[src/rtl/dtcm_port_arbiter.sv]
// Round-robin arbiter sharing the DTCM data port between the CPU (m0)
// and a DMA/debug requester (m1), with a per-transfer timeout.
`timescale 1ns/1ps
module dtcm_port_arbiter #(
    parameter int IO_MAP_WIDTH = 32,
    parameter int TIMEOUT      = 16
) (
    input  logic                    clk,
    input  logic                    rst,
    input  logic                    m0_req,
    input  logic [IO_MAP_WIDTH-1:0] m0_addr,
    input  logic [IO_MAP_WIDTH-1:0] m0_wdata,
    input  logic                    m0_rw,
    output logic [IO_MAP_WIDTH-1:0] m0_rdata,
    output logic                    m0_ready,
    output logic                    m0_err,
    input  logic                    m1_req,
    input  logic [IO_MAP_WIDTH-1:0] m1_addr,
    input  logic [IO_MAP_WIDTH-1:0] m1_wdata,
    input  logic                    m1_rw,
    output logic [IO_MAP_WIDTH-1:0] m1_rdata,
    output logic                    m1_ready,
    output logic                    m1_err,
    output logic                    dtcm_valid,
    output logic [IO_MAP_WIDTH-1:0] dtcm_addr,
    output logic [IO_MAP_WIDTH-1:0] dtcm_wdata,
    output logic                    dtcm_rw,
    input  logic [IO_MAP_WIDTH-1:0] dtcm_rdata,
    input  logic                    dtcm_ready
);

    localparam int CW = $clog2(TIMEOUT);

    typedef enum logic [1:0] {
        IDLE   = 2'd0,
        GRANT0 = 2'd1,
        GRANT1 = 2'd2,
        RESP   = 2'd3
    } state_t;

    state_t                  r_state;
    state_t                  w_next;
    logic                    r_prio;
    logic                    r_owner;
    logic                    r_err;
    logic [CW-1:0]           r_wait_cnt;
    logic [IO_MAP_WIDTH-1:0] r_m0_rdata;
    logic [IO_MAP_WIDTH-1:0] r_m1_rdata;
    logic                    w_in_grant;
    logic                    w_sel;
    logic                    w_timeout;
    logic                    w_done;

    assign w_in_grant = (r_state == GRANT0) || (r_state == GRANT1);
    assign w_sel      = (r_state == GRANT1);
    assign w_timeout  = w_in_grant && !dtcm_ready &&
                        (r_wait_cnt == CW'(TIMEOUT - 1));
    assign w_done     = w_in_grant && (dtcm_ready || w_timeout);

    // State register
    always_ff @(posedge clk or posedge rst) begin
        if (rst) begin
            r_state <= IDLE;
        end else begin
            r_state <= w_next;
        end
    end

    // Next-state: arbitrate in IDLE, wait for completion or timeout in GRANTx
    always_comb begin
        w_next = r_state;
        case (r_state)
            IDLE: begin
                if (m0_req && m1_req) begin
                    w_next = r_prio ? GRANT1 : GRANT0;
                end else if (m0_req) begin
                    w_next = GRANT0;
                end else if (m1_req) begin
                    w_next = GRANT1;
                end
            end
            GRANT0, GRANT1: begin
                if (w_done) begin
                    w_next = RESP;
                end
            end
            RESP: begin
                w_next = IDLE;
            end
            default: begin
                w_next = IDLE;
            end
        endcase
    end

    // DTCM mux and completion outputs, all quiet outside their states
    always_comb begin
        dtcm_valid = 1'b0;
        dtcm_addr  = '0;
        dtcm_wdata = '0;
        dtcm_rw    = 1'b0;
        m0_ready   = 1'b0;
        m0_err     = 1'b0;
        m1_ready   = 1'b0;
        m1_err     = 1'b0;
        if (w_in_grant) begin
            dtcm_valid = 1'b1;
            dtcm_addr  = w_sel ? m1_addr  : m0_addr;
            dtcm_wdata = w_sel ? m1_wdata : m0_wdata;
            dtcm_rw    = w_sel ? m1_rw    : m0_rw;
        end
        if (r_state == RESP) begin
            m0_ready = !r_owner;
            m0_err   = !r_owner && r_err;
            m1_ready = r_owner;
            m1_err   = r_owner && r_err;
        end
    end

    // Wait counter: zero outside a grant, counts stalled grant cycles
    always_ff @(posedge clk or posedge rst) begin
        if (rst) begin
            r_wait_cnt <= '0;
        end else if (!w_in_grant) begin
            r_wait_cnt <= '0;
        end else if (!w_done) begin
            r_wait_cnt <= r_wait_cnt + CW'(1);
        end
    end

    // Remember the granted master and whether its transfer timed out
    always_ff @(posedge clk or posedge rst) begin
        if (rst) begin
            r_owner <= 1'b0;
            r_err   <= 1'b0;
        end else if (w_in_grant) begin
            r_owner <= w_sel;
            if (w_done) begin
                r_err <= w_timeout;
            end
        end
    end

    // Hand priority to the master that was not just served
    always_ff @(posedge clk or posedge rst) begin
        if (rst) begin
            r_prio <= 1'b0;
        end else if (r_state == RESP) begin
            r_prio <= !r_owner;
        end
    end

    // Master 0 read data: capture on read completion, zero on timeout
    always_ff @(posedge clk or posedge rst) begin
        if (rst) begin
            r_m0_rdata <= '0;
        end else if (r_state == GRANT0) begin
            if (dtcm_ready) begin
                if (!m0_rw) begin
                    r_m0_rdata <= dtcm_rdata;
                end
            end else if (w_timeout) begin
                r_m0_rdata <= '0;
            end
        end
    end

    // Master 1 read data: capture on read completion, zero on timeout
    always_ff @(posedge clk or posedge rst) begin
        if (rst) begin
            r_m1_rdata <= '0;
        end else if (r_state == GRANT1) begin
            if (dtcm_ready) begin
                if (!m1_rw) begin
                    r_m1_rdata <= dtcm_rdata;
                end
            end else if (w_timeout) begin
                r_m1_rdata <= '0;
            end
        end
    end

    assign m0_rdata = r_m0_rdata;
    assign m1_rdata = r_m1_rdata;

endmodule

[config.mk]
export PLATFORM = sky130hd
export DESIGN_NAME = dtcm_port_arbiter
export DESIGN_NICKNAME = d
export VERILOG_FILES = /design/src/rtl/dtcm_port_arbiter.sv
export SDC_FILE = /design/constraint.sdc
export NUM_CORES = 1
export LEC_CHECK = 0
export CORE_MARGIN = 3
export CORE_UTILIZATION = 37
export CTS_BUF_LIST = sky130_fd_sc_hd__clkbuf_4
export DETAILED_ROUTE_END_ITERATION = 8
export PLACE_DENSITY = 0.81
export SYNTH_ARGS = -nofsm -noshare
export SYNTH_HDL_FRONTEND = slang
export SYNTH_SLANG_ARGS = --single-unit
[constraint.sdc]
create_clock -name clk -period 2.8 [get_ports clk]
set_input_delay 0.56 -clock clk [delete_from_list [all_inputs] [get_ports clk]]
set_output_delay 0.56 -clock clk [all_outputs]
set_load 0.005 [all_outputs]
======== Yosys cells after proc, flatten, opt, wreduce, memory -nomap -nowiden ========
Cells that the tools add are included.
operators by class
  add/subtract/negate cells ............... 1
  equality and inequality tests ........... 9
  muxes and demuxes ....................... 24
  reduce and logical (&&, ||, !) cells .... 17
operators by type and width
  operator                                                          number
  32-bit 2-to-1 mux                                                 9
  2-bit 2-to-1 mux                                                  5
  4-bit 2-to-1 mux                                                  2
  2-bit inequality test (second input constant)                     4
  1-bit 2-to-1 mux                                                  7
  1-bit logical AND                                                 6
  2-bit case mux with 3 select lines                                1
  3-bit AND reduction                                               2
  4-bit by 1-bit adder with 4-bit output (second input constant)    1
  2-bit == test (second input constant)                             2
  4-bit == test (second input constant)                             1
  4-bit inequality test (second input constant)                     1
  2-bit AND reduction                                               2
  2-bit by 1-bit == test with 1-bit output (second input constant)  1
  1-bit logical NOT                                                 2
  2-bit logical NOT                                                 1
  1-bit logical OR                                                  2
  2-bit nonzero test                                                1
  2-bit OR reduction                                                1
storage, ports and cells
  register bits after elaboration ......... 73
  input bits .............................. 167
  output and inout bits ................... 134
  logic and storage cells ................. 58

======== Longest topological paths before layout ========
Gate-level depths: netlist of the first run.
  depth after elaboration ................. 8
  mapped depth ............................ 8
  depth with buffers taken out ............ 5

======== Least setup slack after synthesis of the first run ========
Ideal clock, no wire load.
  path kind ............................... register to output
  start ................................... register r_state[0]
  end ..................................... output dtcm_addr[17]
  arrival time ............................ 1.473 ns
  data required time ...................... 2.240 ns
  slack ................................... 0.767 ns
  cell stages (with the launch flop) ...... 7
  path buffers ............................ 2
  cell sequence ........................... dfrtp_1 inv_1 ha_1 inv_2 buf_2 buf_1 nor2_1
on the way
  word-level cells in the longest chain between the ends .. 3
  elaborated cells between the ends (all ways) .. 5
  those cells by class .................... eq/ne (2); mux (2); reduce/logical (1)
ends and longest elaborated chain
  what                                                                              line     RTL
  start, declared                                                                   41       state_t r_state;
  start signal, assigned                                                            65       r_state <= w_next;
  2-bit == test / 2-bit by 1-bit == test with 1-bit output (equally long branches)  54, 55
  32-bit 2-to-1 mux / 1-bit logical OR (equally long branches)                      108, 54
  32-bit 2-to-1 mux (*)                                                             106      if (w_in_grant) begin
  end, declared                                                                     25       output logic [IO_MAP_WIDTH-1:0] dtcm_addr,
Mark *: on every way between the ends. The rest lies on a longest branch, timed or not.

======== Worst setup path in the final report of the first run ========
  start ................................... register r_state[0]
  end ..................................... output dtcm_wdata[16]
on the way
  word-level cells in the longest chain between the ends .. 3
  elaborated cells between the ends (all ways) .. 5
  those cells by class .................... eq/ne (2); mux (2); reduce/logical (1)
ends and longest elaborated chain
  what                                                          line     RTL
  2-bit == test (*)                                             55       assign w_sel = (r_state == GRANT1);
  net w_sel                                                     50       logic w_sel;
  32-bit 2-to-1 mux / 1-bit logical OR (equally long branches)  109, 54
  32-bit 2-to-1 mux (*)                                         106
  end, declared                                                 26       output logic [IO_MAP_WIDTH-1:0] dtcm_wdata,
Mark *: on every way through the listed nets, which the timed path passes. The rest lies on a longest branch.

==> results of run 1 <==
[critical path, cell delays in order, from the launching register on]
cell	delay (ns)
dfrtp_1	0.44
inv_2	0.13
ha_4	0.17
buf_12	0.13
buf_16	0.19
mux2i_2	0.27
nor2_1	0.07
dlygate4sd2_1	0.27
[routing by layer]
metal / routed length (um) / share of wire, %
met1: 7580 / 37
met2: 10600 / 52
met3: 1680 / 8.2
met4: 498 / 2.4
met5: 0 / 0
[cell families after synthesis]
group / share of synthesized area (%)
muxes: 15.1
buffers and inverters: 5.10
adders and majority gates: 1.38
and+or+nand+nor: 22.4
DFF: 40.3
xor gates and xnor gates: 0.193
AOI/OAI and AO/OA: 15.5
[timing repair]
item                       in CTS  in global routing
pin swaps                       2                  0
gates resized for setup        39                 39
buffers inserted                7                  1
setup endpoints to repair      62                 34
hold endpoints to repair        0                  0
[cell usage in the layout (no fill, tap or decap), types with 4 or more instances in the layout]
cell	Yosys	routed
buf_12	0	4
mux2i_2	0	6
nand2_1	66	66
dlygate4sd2_1	0	30
nor2b_1	66	66
dlymetal6s2s_1	0	34
mux2i_1	66	60
o21ai_1	65	65
clkbuf_4	0	10
nor2_1	69	69
buf_4	7	23
clkdlybuf4s50_1	0	236
a21oi_1	68	68
dfrtp_1	73	73
[synthesized netlist by cell type]
master,n
clkbuf_1,18
nand4b_1,1
xnor2_1,1
a211oi_1,1
inv_1,5
and2_1,2
inv_2,1
a31oi_1,3
ha_1,5
buf_2,17
a21oi_1,68
o21ai_1,65
nor2b_1,66
and3b_1,2
mux2i_1,66
and3_1,3
dfrtp_1,73
mux2_4,1
nor3_1,2
nor2_1,69
nand2b_1,3
o32a_1,1
buf_1,1
mux2_2,1
nand2_1,66
buf_4,7
nor4bb_1,1
[flip-flops by register name, summed over array words and instances (netlist names)]
name,cells
r_wait_cnt,4
r_owner,1
r_err,1
r_prio,1
m0_rdata,32
r_state,2
m1_rdata,32
[per-stage QoR]
step                      instances  hold WS [ns]
final                           998         0.536
after global routing            998         0.560
after CTS                       994         0.541
after detailed placement        971         0.524
after global placement          971         0.488
after floorplan                 549         0.466
[path summary, 6_finish.rpt]
check	start	to	slack [ns]	cells after the start
worst max register to register	r_state[0]	r_state[1]	0.95	6
max in group asynchronous	rst	m1_rdata[9]	1.56	3
worst min-delay path	m0_rdata[30]	m0_rdata[30]	0.54	2
worst max-delay path	r_state[0]	dtcm_wdata[16]	0.12	7
worst min register to register	m0_rdata[30]	m0_rdata[30]	0.54	2
min in group asynchronous	rst	r_wait_cnt[0]	0.55	2
[power by group]
part | switching, mW | internal [mW] | leakage, nW
sequential | 0.295 | 1.41 | 0.718
combinational | 2.49 | 3.03 | 3.14
clock | 0.388 | 0.367 | 0.0862
[area by class of cell]
class,count,share of cell area [%]
antenna,3,0.0928
clock buffer,10,0.928
clock inverter,6,1.02
inverter,6,0.309
multi-input combinational,427,31.2
sequential,73,22.6
tap,143,2.21
timing repair buffer,330,41.7
==> metrics.yaml, run 1 <==
outcome:
  status: "finished clean"
synthesis:
  synth_area_um2: 4530
  ys_ff_latch: 73
  synth.largest_area_cell: "dfrtp_1"
  yosysSeqAreaShare_pct: 40.3
  synthTopCellsByArea: "dfrtp_1, mux2i_1, nor2b_1"
  syn_nets: 721
  synth_cell_type_count: 27
  netlist.area_leader.share_pct: 40.3
  syn_inst: 549
  avgSynthCellArea_um2: 8.26
  ys_warn_count: 0
placement:
  io_buffers: 300
  hpwl_um: 15600
  pre_cts_slack_ns: 0.285
  postPlaceCellArea_um2: 7750
  gp_congestion: 0.967
timing:
  skew_ns: 0.0150
  setup_tns_ns: 0
  fin_ws_ns: 0.116
  rsz0062_at_grt: "false"
  fmax_ghz: 0.373
  worst_slew_pin_slew_ns: 0.686
  final.period_utilization_pct: 95.9
  relSlewSlack_pct: 54.2
  finalSetupViolations: 0
  drv_slew: 0
  period_needed_ns: 2.68
  hold_viol_final: 0
worst_setup_path:
  cp-start-kind: "flip-flop"
  cp.arrival_ns: 2.12
  worst-path-max-fanout: 22
  critPathRequiredTime_ns: 2.24
  critPathKind: "flip-flop to primary output"
  end_kind: "primary output"
global_route:
  grtUsageMet3_pct: 8.03
  grt_overflow: 0
  grt_first_pass_wirelength_um: 29200
  antenna_found_initial: 3
  grtUsageTotal_pct: 28.4
  top_usage_layer: "met2"
  grt_util_met1_pct: 33.7
  grtUsageMet2_pct: 48.0
  grt_pass1_vias: 5181
  grt_max_degree: 44
power:
  vdd_ir_drop_max_mv: 0.583
  power.leakage_nw: 3.94
  p_per_area_nw_per_um2: 986
  total_power_mw: 7.98
route:
  route.detailed.drc: 0
  final_antenna_net_count: 0
  num_vias: 5201
  wl_um: 20400
  drtIter0Drc: 520
  wl_per_cell_um: 20.4
  dr.pass1.iters: 5
  viasPerCell: 5.21
cts:
  path_clk_slew_ns: 0.13
  cts_root_buffer: "clkbuf_4"
  clockBufferDepth: 2
  htreeDepth: 3
  clk_latency_ns: 0.44
  clock_sinks: 73
  cts_tree: "yes"
  hold_buffers: 0
  cts_made_buffers: 9
final_layout:
  utilization_pct: 69.1
  syn_to_final_growth_pct: 78.5
  nFillCells: 934
  regArea_um2: 1830
  final_cell_area_um2: 8090
  final_layout_size_suffix_gt1_share_pct: 7.04
  nets: 1019
  multi_input_area_um2: 2520
floorplanning:
  num_rows: 39
  die-width_um: 117
  die_area_um2: 13600
  core_um2: 11700
  start_util_pct: 38.7
  die_height_um: 117
  io_pins: 301
worst_hold_path:
  min_path_type: "flip-flop to flip-flop"
run:
  drv_cap: 0
Power figures use the tool's default switching activity.
==> run 2: changes to the inputs <==
Settings changed: CORE_AREA set to 3 3 114 116, CORE_MARGIN 3 to not set, CORE_UTILIZATION 37 to not set, DIE_AREA set to 0 0 117 119.
Clock period 2.8 ns to 3.2 ns, I/O delays scaled along.
==> metrics.yaml, run 2 (synthesis gave the netlist of run 1 again) <==
outcome:
  status: "finished clean"  # unchanged
cts:
  clock_sinks: 73  # unchanged
  clockBufferDepth: 2  # unchanged
  path_clk_slew_ns: 0.12  # was 0.13 ns
  post_cts_buffers: 0  # was 7
  htreeDepth: 3  # unchanged
  cts_made_buffers: 9  # unchanged
  cts_tree: "yes"  # unchanged
  cts_root_buffer: "clkbuf_4"  # unchanged
  clk_latency_ns: 0.43  # was 0.44 ns
floorplanning:
  start_util_pct: 37.8  # was 38.7%
  die-width_um: 117  # about the same
  die_height_um: 119  # was 117 um
  die_area_um2: 13900  # was 13,600 um^2
  num_rows: 40  # was 39
  io_pins: 301  # unchanged
  core_um2: 12000  # was 11,700 um^2
route:
  wl_um: 19600  # was 20,400 um
  final_antenna_net_count: 0  # unchanged
  dr.pass1.iters: 6  # was 5
  viasPerCell: 5.14  # was 5.21
  wl_per_cell_um: 19.9  # was 20.4 um
  drtIter0Drc: 455  # was 520
  num_vias: 5062  # was 5,201
  route.detailed.drc: 0  # unchanged
global_route:
  grtUsageMet2_pct: 46.3  # was 48.0%
  grtUsageTotal_pct: 27.7  # was 28.4%
  top_usage_layer: "met2"  # unchanged
  grt_overflow: 0  # unchanged
  grt_first_pass_wirelength_um: 29600  # was 29,200 um
  grt_util_met1_pct: 35.6  # was 33.7%
  grt_pass1_vias: 5221  # was 5,181
  antenna_found_initial: 0  # was 3
  grt_max_degree: 67  # was 44
  grtUsageMet3_pct: 6.86  # was 8.03%
worst_setup_path:
  critPathKind: "flip-flop to primary output"  # unchanged
  path_cells: "inv_1 -> ha_4 -> buf_4 -> mux2i_1 -> nor2_1 -> clkdlybuf4s50_1"  # was inv_2 -> ha_4 -> buf_12 -> buf_16 -> mux2i_2 -> nor2_1 -> dlygate4sd2_1
  cp.arrival_ns: 2.46  # was 2.12 ns
  end_kind: "primary output"  # unchanged
  worst-path-max-fanout: 9  # was 22
  critPathRequiredTime_ns: 2.56  # was 2.24 ns
  cp_slowest_stage_delay_ns: 0.47  # was 0.44 ns
  slowest_stage: "clkdlybuf4s50_1"  # was dfrtp_1
  cp-start-kind: "flip-flop"  # unchanged
timing:
  finalSetupViolations: 0  # unchanged
  drv_slew: 0  # unchanged
  relSlewSlack_pct: 58.9  # was 54.2%
  worst_slew_pin_slew_ns: 0.616  # was 0.686 ns
  timing.hold.ws_ns: 0.521  # was 0.536 ns
  rsz0062_at_grt: "false"  # unchanged
  period_needed_ns: 3.10
  final.period_utilization_pct: 96.8
  hold_viol_final: 0  # unchanged
  setup_tns_ns: 0  # unchanged
  fin_ws_ns: 0.104  # was 0.116 ns
  skew_ns: 0.00992  # was 0.0150 ns
  fmax_ghz: 0.323
power:
  vdd_ir_drop_max_mv: 0.587  # was 0.583 mV
  total_power_mw: 7.02  # was 7.98 mW
  p_per_area_nw_per_um2: 890  # was 986 nW/um^2
  power.leakage_nw: 3.29  # was 3.94 nW
placement:
  gp_congestion: 0.970  # was 0.967
  postPlaceCellArea_um2: 7710  # was 7750 um^2
  io_buffers: 300  # unchanged
  hpwl_um: 15300  # was 15,600 um
  pre_cts_slack_ns: 0.521  # was 0.285 ns
final_layout:
  antenna_cells: 0  # was 3
  final_cell_mix: "clkdlybuf4s50_1, dfrtp_1, nor2_1, a21oi_1"  # unchanged
  final_cell_area_um2: 7890  # was 8090 um^2
  nets: 1005  # was 1,019
  nFillCells: 983  # was 934
  final_common_cell: "clkdlybuf4s50_1"  # unchanged
  syn_to_final_growth_pct: 74.0  # was 78.5%
  final_layout_size_suffix_gt1_share_pct: 4.77  # was 7.04%
run:
  drv_cap: 0  # unchanged
worst_hold_path:
  min_path_type: "flip-flop to flip-flop"  # unchanged
==> run 2: cell count changes in the layout (fill, tap and decap cells not counted), sizes merged, moves of 3 or more <==
cell / previous run / this run
clkdlybuf4s50: 236 / 300
dlygate4sd2: 30 / 0
buf: 30 / 16
dlymetal6s2s: 34 / 0
diode: 3 / 0
==> run 2: repair_timing <==
item                                    CTS  global route
hold buffers                              0             0
endpoints found under the setup margin    0            42
resized for setup                         0             6
==> run 2: area by class of cell <==
| cell class | instances | area (um^2) | share of cell area (%) |
|---|---|---|---|
| Timing Repair Buffer | 316 | 3190 | 40.5 |
| Multi-Input combinational cell | 427 | 2510 | 31.8 |
| Sequential cell | 73 | 1830 | 23.2 |
| Tap cell | 147 | 184 | 2.33 |
| Clock inverter | 7 | 85.1 | 1.08 |
| Clock buffer | 9 | 67.6 | 0.856 |
| Inverter | 6 | 22.5 | 0.285 |
==> run 2: report_power, final <==
group / internal [mW] / total [mW] / switching, mW
Combinational: 2.74 / 4.88 / 2.14
Sequential: 1.24 / 1.49 / 0.254
Clock: 0.309 / 0.642 / 0.333
Total: 4.28 / 7.02 / 2.73
==> run 2: path summary, 6_finish.rpt <==
kind / start / to / slack [ns] / depth (start not counted)
setup reg to reg: r_state[0] / m1_rdata[7] / 1.19 / 5
hold reg to reg: r_prio / r_prio / 0.52 / 2
hold / removal: r_prio / r_prio / 0.52 / 2
max in group asynchronous: rst / m1_rdata[9] / 1.93 / 3
setup / recovery: r_state[0] / dtcm_wdata[26] / 0.10 / 6
min in group asynchronous: rst / m0_rdata[20] / 0.60 / 2
==> run 2: metrics by stage <==
stage          utilization [%]  cells
2_1_floorplan                -    549
3_3_place_gp              64.2    969
3_5_place_dp              64.2    969
4_1_cts                   65.4    985
5_1_grt                   65.7    985
6_report                  65.7    985
==> run 2: routing by layer <==
layer  routed length [um]  vias up
met4                  415        0
met2                 9850      238
li1                     -     2419
met5                    0        -
met1                 7790     2375
met3                 1570       30
==> run 2: worst max-delay path: cells and delay by family, from the launching register on <==
kind          cells  cell delay, ns
flops             1            0.43
simple gates      1            0.09
mux               1            0.46
fa+ha+maj         1            0.26
buf+inv           3            0.80
==> run 3: changes to the inputs <==
==> constraint.sdc (replaced) <==
create_clock -name clk -period 3.2 [get_ports clk]
set_input_delay 0.48 -clock clk [delete_from_list [all_inputs] [get_ports clk]]
set_output_delay 0.48 -clock clk [all_outputs]
set_load 0.005 [all_outputs]
==> metrics.yaml, run 3 (synthesis gave the netlist of run 1 again) <==
placement:
  hpwl_um: 15500  # was 15,300 um
  io_buffers: 300  # unchanged
  pre_cts_slack_ns: 0.504  # was 0.521 ns
  gp_congestion: 0.949  # was 0.970
  post-place-cells: 969  # unchanged
timing:
  final.period_utilization_pct: 94.8  # was 96.8%
  finalSetupViolations: 0  # unchanged
  relSlewSlack_pct: 59.3  # was 58.9%
  rsz0062_at_grt: "false"  # unchanged
  hold_viol_final: 0  # unchanged
  drv_slew: 0  # unchanged
  fmax_ghz: 0.330  # was 0.323 GHz
  setup_tns_ns: 0  # unchanged
  worst_slew_pin_slew_ns: 0.610  # was 0.616 ns
  fin_ws_ns: 0.166  # was 0.104 ns
  period_needed_ns: 3.03  # was 3.10 ns
  skew_ns: 0.0106  # was 0.00992 ns
cts:
  cts_made_buffers: 9  # unchanged
  clockBufferDepth: 2  # unchanged
  path_clk_slew_ns: 0.13  # was 0.12 ns
  clk_latency_ns: 0.45  # was 0.43 ns
  hold_buffers: 0  # unchanged
  cts_root_buffer: "clkbuf_4"  # unchanged
  htreeDepth: 3  # unchanged
  clock_sinks: 73  # unchanged
  cts_tree: "yes"  # unchanged
floorplanning:
  die_height_um: 119  # unchanged
  io_pins: 301  # unchanged
  die_area_um2: 13900  # unchanged
  start_util_pct: 37.8  # unchanged
  die-width_um: 117  # unchanged
  num_rows: 40  # unchanged
  core_um2: 12000  # unchanged
final_layout:
  final_common_cell: "clkdlybuf4s50_1"  # unchanged
  nFillCells: 980  # was 983
  final_cell_mix: "clkdlybuf4s50_1, dfrtp_1, nor2_1, a21oi_1"  # unchanged
  final_layout_size_suffix_gt1_share_pct: 4.65  # was 4.77%
  nets: 1006  # was 1,005
  final_cells: 988  # was 985
  syn_to_final_growth_pct: 73.3  # was 74.0%
route:
  num_vias: 5116  # was 5,062
  dr.pass1.iters: 6  # unchanged
  wl_per_cell_um: 20.1  # was 19.9 um
  drtIter0Drc: 386  # was 455
  final_antenna_net_count: 0  # unchanged
  route.detailed.drc: 0  # unchanged
  wl_um: 19900  # was 19,600 um
  viasPerCell: 5.18  # was 5.14
worst_setup_path:
  critPathRequiredTime_ns: 2.72  # was 2.56 ns
  end_kind: "primary output"  # unchanged
  rr_worst_depth: 7  # was 5
  critPathKind: "flip-flop to primary output"  # unchanged
  worst-path-max-fanout: 59  # was 9
  cp-start-kind: "flip-flop"  # unchanged
  cp.arrival_ns: 2.55  # was 2.46 ns
global_route:
  grt_max_degree: 65  # was 67
  grtUsageTotal_pct: 28.3  # was 27.7%
  grt_overflow: 0  # unchanged
  grt_pass1_vias: 5273  # was 5,221
  grt_first_pass_wirelength_um: 30000  # was 29,600 um
  antenna_found_initial: 2  # was 0
power:
  total_power_mw: 6.96  # was 7.02 mW
  power.leakage_nw: 3.28  # was 3.29 nW
  p_per_area_nw_per_um2: 886  # was 890 nW/um^2
  vdd_ir_drop_max_mv: 0.545  # was 0.587 mV
outcome:
  status: "finished clean"  # unchanged
run:
  drv_cap: 0  # unchanged
worst_hold_path:
  min_path_type: "primary input to async pin"  # was flip-flop to flip-flop
[run 3: cell types whose count changed in the layout (fill, tap and decap cells not counted), sizes merged]
cell    previous run  this run
buf               16        17
bufinv             2         1
clkinv             4         2
diode              0         2
inv                6         9
[run 3: path summary, 6_finish.rpt]
path / from / to / slack [ns]
worst max-delay path: r_state[1] / dtcm_wdata[7] / 0.17
worst min-delay path: rst / m0_rdata[20] / 0.41
worst max register to register: r_state[0] / m1_rdata[7] / 1.09
worst min register to register: r_prio / r_prio / 0.52
max in group asynchronous: rst / m0_rdata[7] / 2.04
min in group clk: r_prio / r_prio / 0.52
[run 3: cell type report]
cell class | instances | area, um^2 | area share, %
Tap cell | 147 | 184 | 2.34
Clock inverter | 7 | 77.6 | 0.987
Sequential cell | 73 | 1830 | 23.3
Clock buffer | 9 | 67.6 | 0.860
Inverter | 6 | 22.5 | 0.287
Multi-Input combinational cell | 427 | 2490 | 31.7
Timing Repair Buffer | 317 | 3180 | 40.5
Antenna cell | 2 | 5.00 | 0.0637
[run 3: critical path: stages (launching register included)]
cell             delay [ns]
dfrtp_1                0.45
inv_1                  0.10
ha_1                   0.42
inv_2                  0.16
buf_8                  0.24
nor2_1                 0.17
clkdlybuf4s50_1        0.54
[run 3: power by group]
part | internal (mW) | switching, mW
Combinational | 2.72 | 2.13
Clock | 0.246 | 0.366
Sequential | 1.24 | 0.259
Total | 4.20 | 2.76
[run 3: repair_timing]
item                                    CTS  global route
setup buffers                             1             0
endpoints found under the setup margin   27            14
resized for setup                         1             2
[run 3: metal layers]
layer | routed length, um | GRT usage [%] | vias to the layer above
li1 | - | - | 2413
met1 | 7800 | 35.8 | 2414
met2 | 9710 | 45.6 | 248
met3 | 1610 | 7.11 | 41
met4 | 760 | 11.7 | 0
met5 | 0 | 0 | -
[run 3: metrics by stage]
stage                     cell area, um^2  hold WS (ns)  util, %
after floorplan                      4530         0.466        -
after global placement               7680         0.486     64.0
after detailed placement             7680         0.489     64.0
after CTS                            7850         0.422     65.3
after global routing                 7860         0.469     65.4
final                                7860         0.413     65.4
